$ cat src/rtl/halt_dump_unit_pkg.sv
// Shared definitions for the halt-triggered data-memory dump engine.
// The halt word and memory geometry are also used by the CPU fetch logic and the data RAM.
package halt_dump_unit_pkg;

    typedef enum logic [2:0] {
        IDLE,
        DRAIN,
        RD,
        CAP,
        SEND,
        DONE
    } dump_state_e;

    localparam logic [31:0] HALT_WORD         = 32'hFFFF_FFFF;
    localparam int          DUMP_DATA_W       = 32;
    localparam int          DUMP_DEPTH        = 512;
    localparam int          DUMP_ADDR_W       = 9;
    localparam int          DUMP_DRAIN_CYCLES = 10;

endpackage

$ cat src/rtl/halt_dump_unit_dump_out_reg.sv
// Single-entry valid/ready holding register: load sets valid, the entry is
// held stable until a handshake clears valid.
module dump_out_reg #(
    parameter int DATA_W = 32,
    parameter int ADDR_W = 9
) (
    input  logic              clk,
    input  logic              srst,
    input  logic              load,
    input  logic [DATA_W-1:0] load_data,
    input  logic [ADDR_W-1:0] load_addr,
    input  logic              ready,
    output logic              valid,
    output logic [DATA_W-1:0] data,
    output logic [ADDR_W-1:0] addr
);

    logic              valid_q, valid_d;
    logic [DATA_W-1:0] data_q, data_d;
    logic [ADDR_W-1:0] addr_q, addr_d;

    always_comb begin
        valid_d = valid_q;
        data_d  = data_q;
        addr_d  = addr_q;
        if (load) begin
            valid_d = 1'b1;
            data_d  = load_data;
            addr_d  = load_addr;
        end else if (valid_q && ready) begin
            valid_d = 1'b0;
        end
    end

    always_ff @(posedge clk) begin
        if (srst) begin
            valid_q <= 1'b0;
            data_q  <= '0;
            addr_q  <= '0;
        end else begin
            valid_q <= valid_d;
            data_q  <= data_d;
            addr_q  <= addr_d;
        end
    end

    assign valid = valid_q;
    assign data  = data_q;
    assign addr  = addr_q;

endmodule

$ cat src/rtl/halt_dump_unit.sv
// Waits for the CPU halt word, lets in-flight stores drain, then streams data
// RAM words 0..DEPTH-1 out over a valid/ready port, one word every 3 cycles.
module halt_dump_unit
    import halt_dump_unit_pkg::*;
#(
    parameter int          DATA_W       = DUMP_DATA_W,
    parameter int          DEPTH        = DUMP_DEPTH,
    parameter int          ADDR_W       = DUMP_ADDR_W,
    parameter int          DRAIN_CYCLES = DUMP_DRAIN_CYCLES,
    parameter logic [31:0] HALT_WORD    = halt_dump_unit_pkg::HALT_WORD
) (
    input  logic              CLOCK,
    input  logic              RESET,
    input  logic [31:0]       instr_f,
    output logic              mem_rd_en,
    output logic [ADDR_W-1:0] mem_rd_addr,
    input  logic [DATA_W-1:0] mem_rd_data,
    output logic              dump_valid,
    input  logic              dump_ready,
    output logic [DATA_W-1:0] dump_data,
    output logic [ADDR_W-1:0] dump_addr,
    output logic              halted,
    output logic              done
);

    localparam int                CNT_W      = (DRAIN_CYCLES > 1) ? $clog2(DRAIN_CYCLES) : 1;
    localparam logic [CNT_W-1:0]  DRAIN_LAST = CNT_W'((DRAIN_CYCLES > 0) ? DRAIN_CYCLES - 1 : 0);
    localparam logic [ADDR_W-1:0] ADDR_LAST  = ADDR_W'(DEPTH - 1);

    dump_state_e       state_q, state_d;
    logic [CNT_W-1:0]  drain_cnt_q, drain_cnt_d;
    logic [ADDR_W-1:0] addr_q, addr_d;
    logic              halted_q, halted_d;
    logic              handshake;

    assign handshake = dump_valid && dump_ready;

    always_comb begin
        state_d     = state_q;
        drain_cnt_d = drain_cnt_q;
        addr_d      = addr_q;
        halted_d    = halted_q;
        case (state_q)
            IDLE: begin
                if (instr_f == HALT_WORD) begin
                    halted_d    = 1'b1;
                    drain_cnt_d = '0;
                    addr_d      = '0;
                    state_d     = (DRAIN_CYCLES == 0) ? RD : DRAIN;
                end
            end
            DRAIN: begin
                drain_cnt_d = drain_cnt_q + CNT_W'(1);
                if (drain_cnt_q == DRAIN_LAST) begin
                    addr_d  = '0;
                    state_d = RD;
                end
            end
            RD:   state_d = CAP;
            CAP:  state_d = SEND;
            SEND: begin
                if (handshake) begin
                    // Terminal compare on DEPTH-1 so the address never wraps.
                    if (addr_q == ADDR_LAST) begin
                        state_d = DONE;
                    end else begin
                        addr_d  = addr_q + ADDR_W'(1);
                        state_d = RD;
                    end
                end
            end
            DONE:    state_d = DONE;
            default: state_d = IDLE;
        endcase
    end

    always_ff @(posedge CLOCK) begin
        if (RESET) begin
            state_q     <= IDLE;
            drain_cnt_q <= '0;
            addr_q      <= '0;
            halted_q    <= 1'b0;
        end else begin
            state_q     <= state_d;
            drain_cnt_q <= drain_cnt_d;
            addr_q      <= addr_d;
            halted_q    <= halted_d;
        end
    end

    assign mem_rd_en   = (state_q == RD);
    assign mem_rd_addr = (state_q == RD) ? addr_q : '0;
    assign halted      = halted_q;
    assign done        = (state_q == DONE);

    // RAM data arrives during CAP, one cycle after the RD strobe.
    dump_out_reg #(
        .DATA_W (DATA_W),
        .ADDR_W (ADDR_W)
    ) u_out_reg (
        .clk       (CLOCK),
        .srst      (RESET),
        .load      (state_q == CAP),
        .load_data (mem_rd_data),
        .load_addr (addr_q),
        .ready     (dump_ready),
        .valid     (dump_valid),
        .data      (dump_data),
        .addr      (dump_addr)
    );

endmodule

$ cat config.mk
export PLATFORM = sky130hd
export DESIGN_NAME = halt_dump_unit
export DESIGN_NICKNAME = d
export VERILOG_FILES = /design/src/rtl/halt_dump_unit_pkg.sv /design/src/rtl/halt_dump_unit_dump_out_reg.sv /design/src/rtl/halt_dump_unit.sv
export SDC_FILE = /design/constraint.sdc
export NUM_CORES = 1
export LEC_CHECK = 0
export CORE_ASPECT_RATIO = 1.4
export CORE_MARGIN = 3
export CORE_UTILIZATION = 30
export CTS_CLUSTER_SIZE = 14
export DETAILED_ROUTE_END_ITERATION = 6
export PLACE_DENSITY_LB_ADDON = 0.3
export SYNTH_ARGS = -nofsm -noshare
export SYNTH_HDL_FRONTEND = slang
export SYNTH_SLANG_ARGS = --single-unit
export TNS_END_PERCENT = 20
$ cat constraint.sdc
create_clock -name CLOCK -period 3.8 [get_ports CLOCK]
set_input_delay 0.57 -clock CLOCK [delete_from_list [all_inputs] [get_ports CLOCK]]
set_output_delay 0.57 -clock CLOCK [all_outputs]
set_load 0.05 [all_outputs]
==> impl_results.md, run 1 <==
- Max frequency: roughly 0.31 GHz
- Num ports: between 100 and 150
- Main combinational cell family by area after synthesis: simple AND/OR/NAND/NOR gates
- Cell internal pwr: between 1000 and 1500 uW
- Clk sink count: 59
- Placer Congestion: slightly above 0.7
- Nets: 495
- Avg Cell Area, Syn: between 8 and 9 um^2
- Dominant cells by area after synthesis: dfxtp_1, nand2_1, a21oi_1, a211oi_2, and2_1
- Fillers: between 800 and 900
- Area share of the largest cell type after synthesis: 45.4%
- Hold EP: u_out_reg.data[5]
- Sw frac: between 10% and 20%
- Top_reg_cell synth: dfxtp_1
- Worst slew pin tran: 1.19 ns
- Final setup vio count: 0
- FFs w/ async S/R, synth: 0%
- #FFs+latches synth: 59
- Period utilization: a little over four fifths
- Hold buffer count at CTS: 0
- List of most frequent post-synthesis cells: nand2_1, dfxtp_1, a21oi_1
- Max Buffers Root-to-Sink: 2
- Count leader, synth: nand2_1
- Core area: a little over 8000 um^2
- Synth Area in Adders: between 1.5 and 2%
- Hold path cells: 2
- Post-synthesis mux area share: less than 1%
- First-pass GRT wire length: between 10 and 15 mm
- PD cells: between 300 and 400 nW/um^2
- Dpl hpwl: ~5.0 mm
- Crit-path max FO: 14
- Hold WS: roughly 0.45 ns
- Setup Skew: between 0.003 and 0.004 ns
- H-tree Lvls: 3
- Starting Density: approximately a third
- Post-CTS setup buffer count: 0
- R2r worst-path depth: 10
- XOR/XNOR Fraction of Synth Area: 0%
- Hold Fails Final Rpt: 0
- Worst-path cell chain: nor3b_2, and2_1, clkdlybuf4s50_1
- PostCTS Resize Cnt: 0
- Sw power: roughly 280 uW
- Max Cap Viol: 0
- Root Driver: clkbuf_16
- Sum Neg Setup Slack: 0 ns
- # rows: 39
- DR iter-0 viols: ~170
- Count of port buffers added during placement: 120
- Drt drc: 0
- Yosys top cell by area: dfxtp_1
- Critical path required time: approximately 3.2 ns
- Syn Inst Count: 314
- Fin util: roughly half
- Die Wd: 84.7 um
- Number of global-route vias before repair: between 2000 and 3000
- P&R area growth vs syn: 57.3%
- Clk slew on worst S/H paths: 0.05 ns
- Initial antenna violation count: 0
- Crit path launch type: flop
- Netlist Area Pre-Place: between 2000 and 3000 um^2
- Total gr overflow: 0
- Buffers and inverters on the worst path: 1
- Reg2reg start: addr_q[0]
- Type of the worst setup path: reg -> out
- Via count: between 2000 and 3000
- Crit. End Element: primary output
- Final min period: about 3.2 ns
- Post-Synth Simple-Gate Area: between 20% and 30%
- HP Class: reg -> reg
- Dpl cell area: ~3800 um^2
- Largest net degree at the start of global routing: 60
- Total power: 1440 uW
- Critical path arrival: roughly 2.6 ns
- Reg2Reg Capture Point: addr_q[5]
- Final Max Slew Viols: 0
- Final wirelength: 7.13 mm
- Clock buffers created by TritonCTS: 9
- Status: finished, final reports clean
- Syn Nets: 385
- Max incr delay on CP: around 0.8 ns
- HP Start: u_out_reg.data[5]
- TritonCTS clock tree: yes
- Total track usage: between 10 and 15%
- Critical path's slowest cell: clkdlybuf4s50_1
- Synth warn: 0
- Combinational power share: 5.7%
- Via density: roughly 5
- Leak: around 0.0014 uW
- Routed WL per cell: around 13 um
- Worst vdd ir: 0.000240 V
- Ant. Diodes: 0
- Layout cells sized above 1: 7.93%
- Number of synthesized flops with an enable pin: 0
- Clk_lat worst skew: around 0.32 ns
- Layout Cell Area excl Fill: about 4000 um^2
- Die Area: 9850 um^2
- Clock share of power: approximately half
- Die extent in y: 116 um
- Slew HR: roughly 21%
- Cell family with most CP delay: simple AND/OR/NAND/NOR gates
- Sequential fraction of the synthesis area: 45.4%
- Post-route ant nets: 0
- First-pass DRT Iterations: 4
- RSZ-0062 raised after global routing: no
- Synth Area in Compound Gates: a little over a fifth
- Reg2reg setup slack: between 1 and 1.5 ns
- Cell variety after synth: 40
- Flop pwr share: a little over two fifths
[state kept, by name, summed over array words and instances (netlist names)]
signal / cells
addr_q: 9
state_q: 3
u_out_reg.data: 32
u_out_reg.addr: 9
halted: 1
u_out_reg.valid: 1
drain_cnt_q: 4
[per-layer routing]
metal / share of wire (%) / global-route usage, % / wire length, um / up-vias
met5: 0 / 0 / 0 / -
met4: 2.6 / 6.55 / 189 / 0
met3: 8.8 / 5.72 / 625 / 14
met2: 49 / 25.4 / 3490 / 109
met1: 40 / 16.1 / 2830 / 1163
li1: - / - / - / 1301
[power by group through the flow]
| stage | registers (uW) | logic [uW] | clock network [uW] |
|---|---|---|---|
| floorplan | 632 | 10.9 | 0 |
| global placement | 632 | 81.3 | 0 |
| detailed placement | 632 | 81.6 | 0 |
| CTS | 620 | 82.1 | 755 |
| global route | 619 | 86.0 | 783 |
| finish | 620 | 81.2 | 734 |
[final cells by class]
type                            count  area [um^2]  area share, %
Sequential cell                    59         1180           28.8
Tap cell                          102          128           3.12
Clock inverter                      1         7.51          0.183
Inverter                            3         11.3          0.275
Timing Repair Buffer              120         1200           29.2
Clock buffer                       15          268           6.54
Multi-Input combinational cell    231         1310           31.9
[per-stage QoR]
stage | setup slack, ns | std cells
2_1_floorplan | 1.22 | 314
3_3_place_gp | 1.01 | 515
3_5_place_dp | 0.911 | 515
4_1_cts | 0.554 | 531
5_1_grt | 0.426 | 531
6_report | 0.597 | 531
[how the worst max path moves through the flow]
stage / start / to / slack (ns) / depth (start not counted)
after CTS: state_q[1] / mem_rd_addr[7] / 0.55 / 3
after detailed placement: state_q[1] / mem_rd_addr[7] / 0.91 / 3
final: state_q[1] / mem_rd_addr[7] / 0.60 / 3
after global routing: state_q[1] / mem_rd_addr[4] / 0.43 / 3
after global placement: state_q[1] / mem_rd_addr[0] / 1.01 / 3
after floorplan: state_q[1] / mem_rd_addr[0] / 1.22 / 3
[logic make-up (layout without fill, tap and decap cells)]
family                     count (synthesis)  in the layout
and+or+nand+nor                          142            142
DFF                                       59             59
adders and majority gates                  4              4
buffers and inverters                     24            139
AOI/OAI and AO/OA                         84             84
muxes                                      1              1
[worst min-delay path, cell delays in order (launching register included)]
cell     delay (ns)
dfxtp_1        0.30
nand2_1        0.05
a21oi_1        0.05
[placed cells by master, fill, tap and decap left out, drive strengths merged, types with 4 or more instances in the layout]
cell type / n
a211oi: 8
a21oi: 55
a311oi: 4
a31oi: 4
and2: 10
and3: 4
clkbuf: 15
clkdlybuf4s50: 119
dfxtp: 59
ha: 4
nand2: 89
nand2b: 4
nand4: 8
nor2: 12
Power figures use the tool's default switching activity.
==> inputs of run 2 (changes only) <==
==> constraint.sdc (replaced) <==
create_clock -name CLOCK -period 3.25 [get_ports CLOCK]
set_input_delay 0.4875 -clock CLOCK [delete_from_list [all_inputs] [get_ports CLOCK]]
set_output_delay 0.4875 -clock CLOCK [all_outputs]
set_load 0.05 [all_outputs]
==> run 2 against run 1 <==
- combinational power up 18%
- non-clock buffer count up 2
- clock skew grew 0.0035 ns
- cell count up 0.38%
- highest routed layer unchanged
==> impl_results.md, run 2 (same netlist as run 1, synthesis figures left out) <==
- # rows: 39 (unchanged)
- Leak: 0.00139 uW (+2.2%)
- Period utilization: roughly 90%
- First-pass GRT wire length: 11.9 mm (+1.5%)
- Max Cap Viol: 0 (unchanged)
- Root Driver: clkbuf_16
- Layout cells sized above 1: 9.05% (+1.1 points)
- Final min period: a little under 3 ns
- HP Class: reg -> reg
- PD cells: 426 nW/um^2 (+22%)
- Clk sink count: 59 (unchanged)
- Initial antenna violation count: 0 (unchanged)
- Total power: 1770 uW (+23%)
- Critical path required time: 2.76 ns (-0.47 ns)
- Commonest non-fill, non-tap cells in the layout: clkdlybuf4s50_1, nand2_1, dfxtp_1
- H-tree Lvls: 3 (unchanged)
- Type of the worst setup path: reg -> out
- Hold Fails Final Rpt: 0 (unchanged)
- Layout Cell Area excl Fill: 4150 um^2 (+1.3%)
- First-pass DRT Iterations: 4 (unchanged)
- Die extent in y: 116 um (unchanged)
- Placer Congestion: 0.708 (about the same)
- Max frequency: 0.341 GHz
- Post-CTS setup buffer count: 0 (unchanged)
- P&R area growth vs syn: 59.3%
- Dpl cell area: 3840 um^2 (+0.39%)
- Status: finished, final reports clean
- Ant. Diodes: 0 (unchanged)
- TritonCTS clock tree: yes
- Via count: 2586 (-0.039%)
- Final wirelength: 7.10 mm (-0.43%)
- Slew HR: 36.4% (+16 points)
- Total track usage: 14.8% (about the same)
- Worst vdd ir: 0.000255 V (+6.5%)
- Setup Slack @ Placement: 0.470 ns (-0.442 ns)
- RSZ-0062 raised after global routing: no
- Largest net degree at the start of global routing: 45 (-25%)
- Final worst setup slack: 0.321 ns (-0.277 ns)
- Die Wd: 84.7 um (unchanged)
- Number of global-route vias before repair: 2581 (+1.1%)
- Nets: 497 (+0.40%)
- Clk_lat worst skew: 0.32 ns (about the same)
- Drt drc: 0 (unchanged)
- Die Area: 9850 um^2 (unchanged)
- Fillers: 801 (-3.0%)
- Setup Skew: 0.00702 ns (+0.00346 ns)
- Starting Density: 31.4% (unchanged)
- Count of port buffers added during placement: 120 (unchanged)
- Final setup vio count: 0 (unchanged)
- Crit. End Element: primary output
- Max reg flops: 32 (unchanged)
- Crit-path max FO: 14 (unchanged)
- Num ports: 121 (unchanged)
- Crit path launch type: flop
- Sum Neg Setup Slack: 0 ns (unchanged)
- Max Buffers Root-to-Sink: 2 (unchanged)
- Worst slew pin tran: 0.952 ns (-0.239 ns)
- Core area: 8300 um^2 (unchanged)
- Post-route ant nets: 0 (unchanged)
- DR iter-0 viols: 77 (-54%)
- Hold WS: 0.450 ns (-0.000483 ns)
- Via density: 4.85 (-0.41%)
- Clk slew on worst S/H paths: 0.05 ns (about the same)
- Critical path arrival: 2.44 ns (-0.19 ns)
- Final Max Slew Viols: 0 (unchanged)
- Routed WL per cell: 13.3 um (-0.81%)
- Dpl hpwl: 5.10 mm (+2.2%)
- Total gr overflow: 0 (unchanged)
- Most common cell after layout, fill and taps aside: clkdlybuf4s50_1
- Clock buffers created by TritonCTS: 9 (unchanged)
## run 2: where the power goes
| part | switching (uW) | total [uW] | leakage [uW] | internal [uW] |
|---|---|---|---|---|
| Sequential | 0.0000000292 | 724 | 0.000475 | 724 |
| Combinational | 25.0 | 95.8 | 0.000760 | 70.8 |
| Clock | 314 | 947 | 0.000153 | 633 |
| Total | 339 | 1770 | 0.00139 | 1430 |
## run 2: area by class of cell
class	count	area, um^2	area share (%)
multi-input combinational	231	1310	31.6
inverter	3	11.3	0.271
clock inverter	4	48.8	1.18
clock buffer	12	256	6.18
timing repair buffer	122	1210	29.2
tap	102	128	3.08
sequential	59	1180	28.5
## run 2: repair_timing
| item | CTS | global route |
|---|---|---|
| hold buffers | 0 | 0 |
| endpoints found under the setup margin | 0 | 4 |
| gates resized for setup | 0 | 1 |
## run 2: worst paths after layout
| kind | endpoint | slack, ns | cells past startpoint | from |
|---|---|---|---|---|
| max reg2reg | addr_q[5] | 0.55 | 10 | addr_q[0] |
| min | u_out_reg.data[21] | 0.45 | 2 | u_out_reg.data[21] |
| max | mem_rd_addr[8] | 0.32 | 3 | state_q[1] |
| min reg2reg | u_out_reg.data[21] | 0.45 | 2 | u_out_reg.data[21] |
## run 2: metal layers
| layer | part of all wire (%) | vias to the layer above | GRT usage [%] |
|---|---|---|---|
| met4 | 1.3 | 0 | 4.75 |
| met3 | 7.0 | 7 | 4.23 |
| met2 | 50 | 86 | 26.5 |
| met5 | 0 | - | 0 |
| li1 | - | 1313 | - |
| met1 | 41 | 1180 | 16.9 |
## run 2: stage by stage
| stage | utilization (%) | instances |
|---|---|---|
| 6_report | 50.0 | 533 |
| 3_5_place_dp | 46.2 | 517 |
| 3_3_place_gp | 46.2 | 517 |
| 2_1_floorplan | - | 314 |
| 5_1_grt | 50.0 | 533 |
| 4_1_cts | 49.9 | 533 |
## run 2: critical path, stage by stage (launching register included)
cell and delay (ns):
dfxtp_1 0.65, nor3b_4 0.48, and2_1 0.20, clkdlybuf4s50_1 0.80
